==> src/rtl/win_tile_buf.sv <==
// win_tile_buf: 4-row circular band buffer feeding overlapping 4x4 stride-2 tiles.
// Define WIN_TILE_PAD_EN for a virtual 1-pixel zero border ("same" 3x3 tiling).
module win_tile_buf #(
  parameter int IMG_W     = 8,
  parameter int IMG_H     = 8,
  parameter int PIX_WIDTH = 8
) (
  input  logic                    clk,
  input  logic                    rst,
  input  logic [PIX_WIDTH-1:0]    pix_in,
  input  logic                    pix_valid,
  output logic                    pix_ready,
  output logic [16*PIX_WIDTH-1:0] tile,
  output logic                    tile_valid,
  input  logic                    tile_ready,
  output logic [7:0]              tile_row,
  output logic [7:0]              tile_col,
  output logic                    frame_done
);

  localparam int CW = (IMG_W > 1) ? $clog2(IMG_W) : 1;

`ifdef WIN_TILE_PAD_EN
  localparam int         PAD       = 1;
  localparam logic [7:0] LAST_TROW = 8'(IMG_H/2-1);
  localparam logic [7:0] LAST_TCOL = 8'(IMG_W/2-1);
`else
  localparam int         PAD       = 0;
  localparam logic [7:0] LAST_TROW = 8'(IMG_H/2-2);
  localparam logic [7:0] LAST_TCOL = 8'(IMG_W/2-2);
`endif

  typedef enum logic {LOAD, EMIT} state_t;

  state_t state;
  state_t state_nx;

  logic [PIX_WIDTH-1:0] mem [4][IMG_W];

  logic                    live;
  logic [1:0]              base;
  logic [1:0]              fill;
  logic [1:0]              fill_end;
  logic [1:0]              slot_off;
  logic [1:0]              wr_row;
  logic [CW-1:0]           col;
  logic                    first_band;
  logic                    last_band;
  logic                    accept;
  logic                    band_full;
  logic                    take;
  logic                    last_tile;
  logic [16*PIX_WIDTH-1:0] tile_nx;

  // Rows a band must load and the band slot the first one lands in.
  always_comb begin
    first_band = (tile_row == 8'd0);
    last_band  = (tile_row == LAST_TROW);
`ifdef WIN_TILE_PAD_EN
    slot_off = first_band ? 2'd1 : 2'd2;
    fill_end = first_band ? 2'd2 : (last_band ? 2'd0 : 2'd1);
`else
    slot_off = first_band ? 2'd0 : 2'd2;
    fill_end = first_band ? 2'd3 : 2'd1;
`endif
  end

  always_ff @(posedge clk or negedge rst) begin
    if (!rst) state <= LOAD;
    else      state <= state_nx;
  end

  always_comb begin
    state_nx = state;
    unique case (state)
      LOAD:    if (band_full) state_nx = EMIT;
      EMIT:    if (last_tile) state_nx = LOAD;
      default: state_nx = LOAD;
    endcase
  end

  always_comb begin
    pix_ready  = live && (state == LOAD);
    accept     = pix_ready && pix_valid;
    wr_row     = base + slot_off + fill;
    band_full  = accept && (col == CW'(IMG_W-1)) && (fill == fill_end);
    tile_valid = (state == EMIT);
    take       = tile_valid && tile_ready;
    last_tile  = take && (tile_col == LAST_TCOL);
    frame_done = last_tile && last_band;
  end

  always_ff @(posedge clk) begin
    if (accept) mem[wr_row][col] <= pix_in;
  end

  // Next tile; the pixel being written this edge is forwarded so the
  // first tile can be registered on the band's last accept.
  always_comb begin
    logic [7:0]           k;
    logic [1:0]           pr;
    int                   cc;
    logic [PIX_WIDTH-1:0] px;
    tile_nx = '0;
    k  = (state == EMIT) ? tile_col + 8'd1 : 8'd0;
    pr = '0;
    cc = 0;
    px = '0;
    for (int r = 0; r < 4; r++) begin
      for (int c = 0; c < 4; c++) begin
        pr = base + 2'(r);
        cc = 2*int'(k) + c - PAD;
        px = '0;
        if (cc >= 0 && cc < IMG_W) begin
          if (accept && pr == wr_row && CW'(cc) == col)
            px = pix_in;
          else
            px = mem[pr][CW'(cc)];
        end
`ifdef WIN_TILE_PAD_EN
        if ((r == 0 && first_band) || (r == 3 && last_band))
          px = '0;
`endif
        tile_nx[(15-(4*r+c))*PIX_WIDTH +: PIX_WIDTH] = px;
      end
    end
  end

  always_ff @(posedge clk or negedge rst) begin
    if (!rst) begin
      live     <= 1'b0;
      base     <= '0;
      fill     <= '0;
      col      <= '0;
      tile     <= '0;
      tile_row <= '0;
      tile_col <= '0;
    end else begin
      live <= 1'b1;
      if (accept) begin
        if (col == CW'(IMG_W-1)) begin
          col  <= '0;
          fill <= band_full ? 2'd0 : fill + 2'd1;
        end else begin
          col <= col + CW'(1);
        end
      end
      if (band_full) tile <= tile_nx;
      if (take) begin
        if (last_tile) begin
          tile_col <= '0;
          if (last_band) begin
            tile_row <= '0;
            base     <= '0;
          end else begin
            tile_row <= tile_row + 8'd1;
            base     <= base + 2'd2;
          end
        end else begin
          tile_col <= tile_col + 8'd1;
          tile     <= tile_nx;
        end
      end
    end
  end

endmodule
==> config.mk <==
export PLATFORM = sky130hd
export DESIGN_NAME = win_tile_buf
export DESIGN_NICKNAME = d
export VERILOG_FILES = /design/src/rtl/win_tile_buf.sv
export SDC_FILE = /design/constraint.sdc
export NUM_CORES = 1
export LEC_CHECK = 0
export BUFFER_PORTS_ARGS = -buffer_cell sky130_fd_sc_hd__buf_2
export CAP_MARGIN = 0
export CORE_MARGIN = 4
export CORE_UTILIZATION = 25
export DETAILED_ROUTE_END_ITERATION = 12
export HOLD_SLACK_MARGIN = 0.06
export PLACE_DENSITY = 0.47
export SETUP_SLACK_MARGIN = 0.4
export SLEW_MARGIN = 20
export SYNTH_ARGS = -nofsm -noshare
export SYNTH_HDL_FRONTEND = slang
export SYNTH_SLANG_ARGS = --single-unit
==> constraint.sdc <==
create_clock -name clk -period 5.12 [get_ports clk]
set_input_delay 0.512 -clock clk [delete_from_list [all_inputs] [get_ports clk]]
set_output_delay 0.512 -clock clk [all_outputs]
set_load 0.01 [all_outputs]
### Word level (Yosys, flattened, before mapping)

Memories as Yosys holds them, arrays and structs flattened.
Index checks and enable logic that the tools add are counted.

| word-level totals | value |
|---|---|
| flip-flop bits (word level) | 153 |
| bits in latches | 0 |
| RAM bits | 256 |
| bits in read-only memories | 0 |
| output and inout port bits | 147 |
| memories | 1 |

| operators by class | value |
|---|---|
| add/sub/neg operators | 12 |
| multipliers | 0 |
| div/mod/pow operators | 0 |
| $lt $le $gt $ge | 14 |
| equal/unequal tests | 12 |
| shifts and indexed selects | 0 |
| mux-type cells | 98 |
| bitwise logic cells | 6 |
| reduce and logical (&&, ||, !) cells | 35 |

Memory list:

| memory | depth | width | rd ports | clocked after memory_dff | write ports | RTL line | RTL |
|---|---|---|---|---|---|---|---|
| mem | 4 | 64 | 4 | 0 | 1 | 38 | `logic [PIX_WIDTH-1:0] mem [4][IMG_W];` |

Operators by type and width:

| operator | number |
|---|---|
| 2-to-1 mux 8 bit | 68 |
| binary-select mux 8 bit (select 3 bit) | 16 |
| 2-to-1 mux 128 bit | 3 |
| 2-to-1 mux 64 bit | 1 |
| logical AND 1 bit | 32 |
| >= comparator 10 x 1 -> 1 bit, second input constant | 3 |
| < comparator 10 x 4 -> 1 bit, second input constant | 3 |
| demux 8 bit (select 3 bit) | 1 |
| adder 9 x 2 -> 10 bit, second input constant | 2 |
| adder 8 x 1 -> 8 bit, second input constant | 2 |
| equality test 8 x 2 -> 1 bit, second input constant | 2 |
| >= comparator 3 x 4 -> 1 bit, second input constant | 4 |
| equality test 3 bit | 4 |
| NOT 3 bit | 4 |
| adder 9 x 1 -> 10 bit, second input constant | 1 |
| equality test 2 bit | 5 |
| >= comparator 9 x 1 -> 1 bit, second input constant | 1 |
| < comparator 9 x 4 -> 1 bit, second input constant | 1 |
| zero test 8 bit | 1 |
| 2-to-1 mux 2 bit | 4 |
| adder 2 x 1 -> 2 bit, second input constant | 2 |
| adder 2 bit | 2 |
| adder 2 bit, second input constant | 2 |
| >= comparator 4 bit, second input constant | 1 |
| other kinds (9) | 12 |

### Depth between registers and ports, before layout

Gate-level depths: netlist of the first run.

| depth | value |
|---|---|
| depth in word-level cells | 12 |
| gate-level depth with buffers | 18 |

### Least setup slack after synthesis of the first run

No wires, ideal clock.

| path | value |
|---|---|
| kind | reg-to-reg |
| start point | register tile_col[0] |
| end point | register tile[12] |
| setup time | 122 ps |
| arrival time | 4187 ps |
| data required time | 4998 ps |
| slack | 811 ps |
| cell stages (with the launch flop) | 19 |
| buffers on the path | 9 |
| cell sequence | dfrtp_1 > buf_2 > clkbuf_1 > inv_1 > clkbuf_1 > ha_1 > nand2b_1 > clkbuf_1 > buf_2 > inv_2 > buf_2 > buf_2 > ha_1 > clkbuf_1 > buf_1 > mux4_2 > mux2i_1 > o21ai_0 > a32o_1 |

| on the way | value |
|---|---|
| word-level cells in the longest chain between the ends | 12 |

RTL lines:

| element | RTL line | RTL |
|---|---|---|
| start: declaration | 17 | `output logic [7:0] tile_col,` |
| start signal: assignment | 160 | `tile_col <= tile_col + 8'd1;` |
| adder 8 x 1 -> 8 bit | 105 | `k = (state == EMIT) ? tile_col + 8'd1 : 8'd0;` |
| 2-to-1 mux 8 bit | 105 |  |
| adder 9 x 2 -> 10 bit | 112 | `cc = 2*int'(k) + c - PAD;` |
| NOT 3 bit (implied by the code) | 118 | `px = mem[pr][CW'(cc)];` |
| binary-select mux 8 bit (select 3 bit) | 118 |  |
| 2-to-1 mux 8 bit (implied by the code) (2 in a row) | 118 |  |
| 2-to-1 mux 8 bit | 115 | `if (accept && pr == wr_row && CW'(cc) == col)` |
| 2-to-1 mux 8 bit | 114 | `if (cc >= 0 && cc < IMG_W) begin` |
| 2-to-1 mux 128 bit | 148 | `if (band_full) tile <= tile_nx;` |
| 2-to-1 mux 128 bit | 150 | `if (last_tile) begin` |
| 2-to-1 mux 128 bit * | 149 | `if (take) begin` |
| end signal: assignment | 148 |  |
| end signal: assignment | 161 | `tile <= tile_nx;` |
| end: declaration | 13 | `output logic [16*PIX_WIDTH-1:0] tile,` |

Mark *: on every way between the ends. The rest lies on a longest branch, timed or not. The select of a mux whose other input is x is not followed.
A chain may end at the register's enable or synchronous reset.

### Worst setup path in the final report of the first run

| path | value |
|---|---|
| start point | register tile_col[0] |
| end point | register tile[11] |

Same word-level chain as after synthesis.

==> results of run 1 <==
worst min-delay path by stage:
stage          cells past startpoint        end  slack [ps]      from
6_report                           2  tile[121]          60       rst
5_1_grt                            2  tile[122]         160       rst
4_1_cts                            2  tile[122]         140       rst
3_5_place_dp                       2   tile[92]         470  tile[92]
2_1_floorplan                      0    base[1]         220       rst
3_3_place_gp                       2   tile[80]         460  tile[80]
cell usage after synthesis (all sizes together) (16+ instances only):
cell    number
edfxtp     256
dfrtp      152
nor2       129
clkbuf     123
o21ai      102
a211oi      97
nand2       88
nor3        69
a21oi       68
o31ai       67
o32ai       66
and3b       65
mux4        64
buf         60
a22o        48
o22ai       41
mux2        33
mux2i       27
and2        23
nand3       19
or3         17
a32o        16
state kept, by name (all words and copies together), names as in the netlist:
name	flops
tile_valid	1
fill	2
col	3
mem	256
base	1
live	1
tile_col	8
tile_row	8
tile	128
cell type report:
type	instances	area (um^2)
inverters	11	42.54
repair buffers	190	1050
flip-flops and latches	408	11500
diodes	1	2.502
multi-input cells	1118	8393
well taps	1070	1339
clock buffers	62	1260
clock inverters	16	158.9
fillers	8355	58230
power by group through the flow:
stage | Sequential, mW | Clock [mW] | Combinational [mW]
after floorplan | 3.64 | 0 | 2.08
after global placement | 3.66 | 0 | 2.97
after detailed placement | 3.66 | 0 | 3.01
after CTS | 3.59 | 3.25 | 3.02
after global routing | 3.60 | 3.38 | 3.25
final | 3.59 | 3.17 | 3.01
cells by family after synthesis:
logic type      Yosys count  synth area share
compound gates          519            0.1759
xor+xnor                 12          0.005763
fa+ha+maj                 8          0.004853
buf+inv                 194           0.03937
flops                   408            0.5571
mux                     124            0.1010
other cells               1         0.0001818
simple gates            454            0.1158
per-layer routing:
metal | part of all wire | vias up | GRT usage | wire (um)
met3 | 0.048 | 98 | 0.01840 | 3302
met2 | 0.48 | 478 | 0.2594 | 33580
met5 | 0.00019 | - | 0 | 13
met4 | 0.026 | 2 | 0.04527 | 1824
li1 | - | 6850 | - | -
met1 | 0.44 | 7906 | 0.2106 | 30750
placed cells by master, fill, tap and decap left out, types with 33 or more instances in the layout:
cell type | netlist | layout
a211oi_1 | 96 | 96
a21oi_1 | 68 | 67
a22o_1 | 48 | 48
and3b_1 | 65 | 65
buf_2 | 39 | 157
clkbuf_16 | 0 | 45
dfrtp_1 | 152 | 149
edfxtp_1 | 256 | 256
mux2_2 | 33 | 33
mux4_2 | 64 | 64
nand2_1 | 88 | 88
nor2_1 | 129 | 123
nor3_1 | 69 | 69
o21ai_0 | 102 | 102
o22ai_1 | 40 | 40
o31ai_1 | 67 | 67
o32ai_1 | 66 | 66
worst max-delay path, delay by kind of cell (launching register included):
family	cells	cell delay, ps
AO/OA/AOI/OAI	3	1370
buffers and inverters	2	1170
flip-flops	1	410
AND/OR/NAND/NOR	2	840
per-stage QoR:
| step | std cells | util |
|---|---|---|
| global placement | 2797 | 0.2721 |
| detailed placement | 2797 | 0.2722 |
| finish | 2876 | 0.2897 |
| CTS | 2875 | 0.2895 |
| floorplan | 1720 | - |
| global route | 2875 | 0.2896 |
==> impl_metrics.ini, run 1 <==
[clock_network]
post_cts_buffers = 0
clock_latency_ps = 550
cts_buffer_depth = 3
clock_sinks = 408
cts_buffers = 43
path_clk_slew_ps = 60
ctsResizeCount = 0
holdBufCountCts = 0
cts_tree = yes
cts.htree.levels = 2
clockRootBuffer = clkbuf_16

[sta]
setup-tns-final_ps = 0
hold_viol = 0
fin_hold_ws_ps = 60.32
drv_slew = 0
setup_viol = 0
final.min_clock_period_ps = 3889
max_freq_mhz = 257.1
slew_headroom = 0.2240
grt_setup_unrepaired = no
tightestPinTransition_ps = 1160
fin_crit_sh = 0.7596
finClkSkew_ps = 14.60
fin_ws_ps = 1231

[worst_setup_path]
cp-end-kind = flop
rrSetupSlack_ps = 1230
cp_cell_sequence = buf_4 -> nand3_2 -> or4_1 -> a211oi_2 -> o211a_2 -> buf_4 -> a32o_1
cp_max_fo = 77
crit_start = tile_col[0]
path_class = flop to flop
critPathMaxStageDelay_ps = 820
crit_top_cell = buf_4
endpoint = tile[11]
critPathRequiredTime_ps = 5610
timing.rr.end = tile[11]
critPathSlowestCell = o211a_2
critPathArrivalTime_ps = 4370
r2r_cells = 7
cp-start-kind = flop
rr_startpoint = tile_col[0]

[global_routing]
grt_max_degree = 153
track_usage = 0.1544
grt_pass1_wl_um = 103400
overflow = 0
antenna_found_initial = 3
grt_pass1_vias = 15180

[placement]
place_area_um2 = 22320
dp_hpwl_um = 44130
pre_cts_ws_ps = 1221
place_congestion = 0.8053
port_buffers = 158

[pwr]
power_frac_seq = 0.367
clkPwrFrac = 0.324
max-vdd-ir-drop_uv = 256.0
power_density_nw_per_um2 = 411.8
netSwitchingPower_mw = 3.317
power_mw = 9.779
p_int_mw = 6.462
static-leakage-power_nw = 8.776
p_comb_frac = 0.308
switching_share = 0.3392

[drt]
wl_per_cell_um = 24.16
vias_per_cell = 5.332
firstDrtPassIters = 6
vias = 15330
drt_wl_total_um = 69470
final_antenna_net_count = 0
drt_iter0_markers = 1079
drc = 0

[logic_synthesis]
yosysTopAreaCellShare = 0.3727
synth_area_um2 = 20620
syn_avg_cell_area_um2 = 11.99
synthCells = 1720
ys.flop_type = edfxtp_1
synth.net_count = 1740
ys_warn_count = 0
synthTopCellsByArea = edfxtp_1 (37%), dfrtp_1 (18%), mux4_2 (7.0%), a211oi_1 (3.5%), o32ai_1 (2.8%)
synth_top_area_cell = edfxtp_1
async_reset_ff_frac = 0.3725
synth_cell_types = 60
synth-edff-count = 256
ys_ff_latch = 408
ys_seq_area_frac = 0.5571

[floorplan]
die_h_um = 295.2
coreArea_um2 = 81980
rows = 105
pin_count = 159
design.die.area_um2 = 87160
initial_core_util = 0.2516
fp.dieW_um = 295.2

[flow_run]
maxCapViolCount = 0

[run_status]
status = finished, final reports clean

[min_path]
hold_path_class = primary input to async pin

[layout]
num-nets-final = 1792
area_delta_synth_final_pct = 15.13
final_area_um2 = 23750
drive_gt1_frac = 0.2105
No activity file was read; power rests on OpenSTA's default activity.
==> inputs of run 2 (changes only) <==
==> constraint.sdc (replaced) <==
create_clock -name clk -period 3.6 [get_ports clk]
set_input_delay 0.36 -clock clk [delete_from_list [all_inputs] [get_ports clk]]
set_output_delay 0.36 -clock clk [all_outputs]
set_load 0.01 [all_outputs]
==> run 2 against run 1 <==
Worst hold slack improved by 51 ps. Sequential share of layout area decreased by 1.3 points. Worst setup slack got worse by 820 ps. Clock power is 43% higher. Sequential power up 43%. Global-route usage rose by 0.88 points. Power rose by 44%. Critical path depth rose by 3. Combinational power is 48% higher. Count of clock-buffer cells in the layout down 3. Critical endpoint is now tile[33]. Highest routed layer unchanged.
==> impl_metrics.ini, run 2 (synthesis gave the netlist of run 1 again) <==
[layout]
largest_reg_flops = 256
num-nets-final = 1851
layout_common_cells = edfxtp_1 (256), buf_2 (157), dfrtp_1 (149)
area_delta_synth_final_pct = 18.20
top_register = mem
multi_input_area_um2 = 8407
final_cells = 2936
seqCellArea_um2 = 11500
antenna_cells = 0
fill_cells = 8332
mostFrequentLayoutCell = edfxtp_1
top_regs = mem x256, tile x128
drive_gt1_frac = 0.2331

[floorplan]
fp.dieW_um = 295.2
pin_count = 159
design.die.area_um2 = 87160
initial_core_util = 0.2516
die_h_um = 295.2
coreArea_um2 = 81980
rows = 105

[placement]
dpl.cell_count = 2855
place_congestion = 0.7651
dp_hpwl_um = 46450
port_buffers = 158

[worst_setup_path]
path_delay_family = buffers and inverters
critPathMaxStageDelay_ps = 610
crit_top_cell = ha_4
cp_max_fo = 23
path_class = flop to flop
critPathArrivalTime_ps = 3690
critPathSlowestCell = dfrtp_4
critPathRequiredTime_ps = 4100
cp_cell_sequence = inv_6 -> ha_4 -> nand2b_4 -> inv_2 -> ha_4 -> xnor2_2 -> nand3_2 -> buf_4 -> o22ai_1 -> a22o_1
cp_num_buf_inv = 3
cp-start-kind = flop
cp-end-kind = flop

[clock_network]
ctsResizeCount = 0
clock_sinks = 408
cts_buffers = 43
cts_buffer_depth = 3
path_clk_slew_ps = 60
cts.htree.levels = 2
cts_tree = yes
clockRootBuffer = clkbuf_16
clock_latency_ps = 570

[global_routing]
track_usage = 0.1632
overflow = 0
grt_pass1_vias = 15690
grt_pass1_wl_um = 108000
grt_max_degree = 97
antenna_found_initial = 2

[run_status]
status = finished, final reports clean

[sta]
max_freq_mhz = 313.4
tightestPinTransition_ps = 1031
finClkSkew_ps = 17.41
fin_crit_sh = 0.8865
grt_setup_unrepaired = yes
drv_slew = 0
setup-tns-final_ps = 0
hold_viol = 0
slew_headroom = 0.3129
final.min_clock_period_ps = 3191
setup_viol = 0

[drt]
drt_wl_total_um = 72710
drt_iter0_markers = 1155
firstDrtPassIters = 5
final_antenna_net_count = 0
drc = 0
vias = 15680
vias_per_cell = 5.341
wl_per_cell_um = 24.76

[min_path]
hold_path_class = primary input to flop

[flow_run]
maxCapViolCount = 0

[pwr]
max-vdd-ir-drop_uv = 563.8
power_density_nw_per_um2 = 579.6
static-leakage-power_nw = 9.162
## run 2: cell type report
class,count,area share
Timing Repair Buffer,249,0.06852
Multi-Input combinational cell,1118,0.3448
Inverter,11,0.001950
Sequential cell,408,0.4717
Clock inverter,21,0.009803
Tap cell,1070,0.05492
Clock buffer,59,0.04824
## run 2: layer usage
layer	wire, um	part of all wire	GRT usage
met3	3626	0.050	0.02216
met2	35840	0.49	0.2829
met4	1492	0.021	0.03842
met5	27	0.00037	0
met1	31730	0.44	0.2174
## run 2: path summary, 6_finish.rpt
path	startpoint	end	slack, ps	cells past startpoint
min in group asynchronous	rst	tile[57]	360	2
max	tile_col[0]	tile[33]	410	10
min	tile_ready	tile_col[2]	110	2
max reg2reg	tile_col[0]	tile[33]	410	10
max in group asynchronous	rst	tile[105]	2230	3
min reg2reg	tile[59]	tile[59]	480	2
## run 2: power by group
part           total, mW  switching, mW  leakage [nW]  internal (mW)
registers           5.14          0.103          4.39           5.03
clock network       4.54           1.89         0.691           2.65
logic               4.45           2.79          4.09           1.66
total               14.1           4.78          9.16           9.35
## run 2: repair_timing
| item | 4_1_cts | 5_1_grt |
|---|---|---|
| setup endpoints to repair | 0 | 10 |
| endpoints found under the hold margin | 56 | 0 |
| hold buffers | 1 | 0 |
| setup buffers | 0 | 0 |
## run 2: metrics by stage
step	setup slack, ps	instance area, um^2	total power [mW]	hold WS [ps]	utilization
2_1_floorplan	403.6	20870	8.436	64.41	-
3_3_place_gp	458.5	22950	9.648	402.6	0.2800
3_5_place_dp	425.0	22950	9.691	412.3	0.2800
4_1_cts	413.2	24380	14.24	85.64	0.2974
5_1_grt	319.3	24380	14.78	126.5	0.2974
6_report	408.8	24380	14.13	111.6	0.2974
==> inputs of run 3 (changes only) <==
--- a/config.mk
+++ b/config.mk
@@ -5,6 +5,7 @@
 export SDC_FILE = /design/constraint.sdc
 export NUM_CORES = 1
 export LEC_CHECK = 0
+export ABC_AREA = 1
 export BUFFER_PORTS_ARGS = -buffer_cell sky130_fd_sc_hd__buf_2
 export CAP_MARGIN = 0
 export CORE_MARGIN = 4
==> run 3 against run 2 <==
Die area up 14%. Worst hold slack better by 71 ps. Synthesized area grew 14%. Largest cell class unchanged.
==> impl_metrics.ini, run 3 <==
[run_status]
status = finished, final reports clean

[worst_setup_path]
crit_top_cell = nand2_1
cp-start-kind = flop
cp-end-kind = flop
critPathRequiredTime_ps = 4130
critPathArrivalTime_ps = 3570
critPathMaxStageDelay_ps = 540
path_class = flop to flop
critPathSlowestCell = buf_4
cp_max_fo = 50
cp_cell_sequence = inv_2 -> ha_1 -> nor2_4 -> ha_2 -> buf_4 -> nand3_1 -> nand2_1 -> nand2_1 -> nand2_1 -> nand3_1 -> nand2_1

[global_routing]
grt_pass1_wl_um = 130700
grt_max_degree = 202
overflow = 0
track_usage = 0.1727
antenna_found_initial = 5
grt_pass1_vias = 19730

[sta]
final.min_clock_period_ps = 3044
finClkSkew_ps = 10.81
max_freq_mhz = 328.5
drv_slew = 0
setup_viol = 0
hold_viol = 0
grt_setup_unrepaired = yes
slew_headroom = 0.2664
tightestPinTransition_ps = 1100
setup-tns-final_ps = 0
fin_crit_sh = 0.8455

[layout]
area_delta_synth_final_pct = 16.23
final_cells = 4506
drive_gt1_frac = 0.1133
num-nets-final = 3231
layout_common_cells = nand2_1 (1,489), nand3_1 (285), edfxtp_1 (256)
mostFrequentLayoutCell = nand2_1
top_register = mem
largest_reg_flops = 256
final_area_um2 = 27340
finish.utilization = 0.2930
top_regs = mem x256, tile x128

[placement]
place_area_um2 = 25700
port_buffers = 158
place_congestion = 0.8436
dp_hpwl_um = 60100
dpl.cell_count = 4411

[logic_synthesis]
synthCells = 3132
syn_avg_cell_area_um2 = 7.511
synth-edff-count = 256
ys_ff_latch = 408
synth_area_um2 = 23530
ys.flop_type = edfxtp_1
synthTopCellsByArea = edfxtp_1 (33%), nand2_1 (24%), dfrtp_1 (16%), nand3_1 (6.2%), o21ai_0 (3.6%)
synth.net_count = 3152
ys_warn_count = 0
ys_seq_area_frac = 0.4885
async_reset_ff_frac = 0.3725
synth_top_area_cell = edfxtp_1
synth_common_cells = nand2_1 (1,489), nand3_1 (290), edfxtp_1 (256)
synth_most_common_cell = nand2_1
yosysTopAreaCellShare = 0.3268
synth_cell_types = 36

[drt]
firstDrtPassIters = 6
vias = 21650
drt_wl_total_um = 88230
drt_iter0_markers = 2342
vias_per_cell = 4.804
final_antenna_net_count = 0
drc = 0
wl_per_cell_um = 19.58

[floorplan]
pin_count = 159
design.die.area_um2 = 99070
rows = 112
coreArea_um2 = 93330
fp.dieW_um = 314.8
die_h_um = 314.8
initial_core_util = 0.2521

[clock_network]
clock_sinks = 408
cts.htree.levels = 2
cts_buffers = 45
cts_tree = yes
path_clk_slew_ps = 60
clock_latency_ps = 600
clockRootBuffer = clkbuf_16
cts_buffer_depth = 3

[min_path]
hold_path_class = primary input to flop

[pwr]
power_density_nw_per_um2 = 988.2
max-vdd-ir-drop_uv = 664.7
static-leakage-power_nw = 12.47

[flow_run]
maxCapViolCount = 0
==> run 3: changes by cell type in the layout (fill, tap and decap cells not counted), moves of 58 or more <==
| cell | before | now |
|---|---|---|
| nor2_1 | 127 | 59 |
| nor3_1 | 69 | 5 |
| nand3_1 | 16 | 285 |
| a21oi_1 | 68 | 126 |
| mux4_2 | 64 | 0 |
| nand2_1 | 88 | 1489 |
| and3b_1 | 65 | 0 |
| o21ai_0 | 94 | 170 |
| nand4_1 | 6 | 133 |
| a211oi_1 | 96 | 0 |
| inv_1 | 8 | 107 |
| o31ai_1 | 67 | 0 |
| o32ai_1 | 66 | 0 |
==> run 3: power breakdown <==
part | internal [mW] | leakage (nW) | switching, mW
logic | 4.39 | 7.49 | 11.4
registers | 5.76 | 4.24 | 0.633
clock network | 2.82 | 0.734 | 2.02
==> run 3: critical path, delay by kind of cell (launching register included) <==
kind                     cells  cell delay, ps
adder cells (fa/ha/maj)      2             740
buffers and inverters        2             670
flip-flops                   1             500
AND/OR/NAND/NOR              7             970
==> run 3: through the flow <==
stage / hold slack (ps) / setup slack [ps] / power, mW
after detailed placement: 410.5 / 514.7 / 21.76
after floorplan: 64.41 / 737.9 / 16.01
after global routing: 207.8 / 395.5 / 29.00
final: 182.9 / 556.1 / 27.02
after global placement: 404.5 / 561.0 / 21.77
after CTS: 141.4 / 484.6 / 26.70
==> run 3: path summary, 6_finish.rpt <==
path / from / to / slack, ps / cells past startpoint
max: tile_col[0] / tile[8] / 560 / 11
min: tile_ready / tile_col[7] / 180 / 4
max reg2reg: tile_col[0] / tile[8] / 560 / 11
min reg2reg: tile[28] / tile[28] / 470 / 2
max in group asynchronous: rst / tile[21] / 2320 / 3
min in group asynchronous: rst / tile_row[6] / 330 / 2
==> run 3: layer usage <==
| layer | vias up | track usage | routed length (um) |
|---|---|---|---|
| met3 | 102 | 0.03510 | 6987 |
| met1 | 10220 | 0.2566 | 41450 |
| li1 | 10590 | - | - |
| met4 | 4 | 0.03549 | 1738 |
| met5 | - | 0 | 27 |
| met2 | 738 | 0.2588 | 38020 |
==> run 3: cells by family (layout without fill, tap and decap cells) <==
group	count (synthesis)	count (layout)	share of synthesized area
xor gates and xnor gates	9	9	0.003351
DFF	408	408	0.4885
other	1	5	0.0001594
adders and majority gates	8	8	0.004255
and+or+nand+nor	2010	2012	0.3584
buffers and inverters	339	453	0.06329
AOI/OAI and AO/OA	357	357	0.08207
==> run 3: cell type report <==
class | instances | area [um^2]
multi-input cells | 2387 | 10630
clock buffers | 62 | 1264
diodes | 4 | 10.01
repair buffers | 255 | 1694
flip-flops and latches | 408 | 11490
fillers | 10130 | 65990
clock inverters | 22 | 246.5
inverters | 114 | 439.2
well taps | 1254 | 1569
==> run 3: repair_timing <==
item / in CTS / in global routing
hold endpoints to repair: 58 / 0
hold buffers: 1 / 0
endpoints found under the setup margin: 0 / 78
buffers inserted: 0 / 4
gates resized for setup: 0 / 7
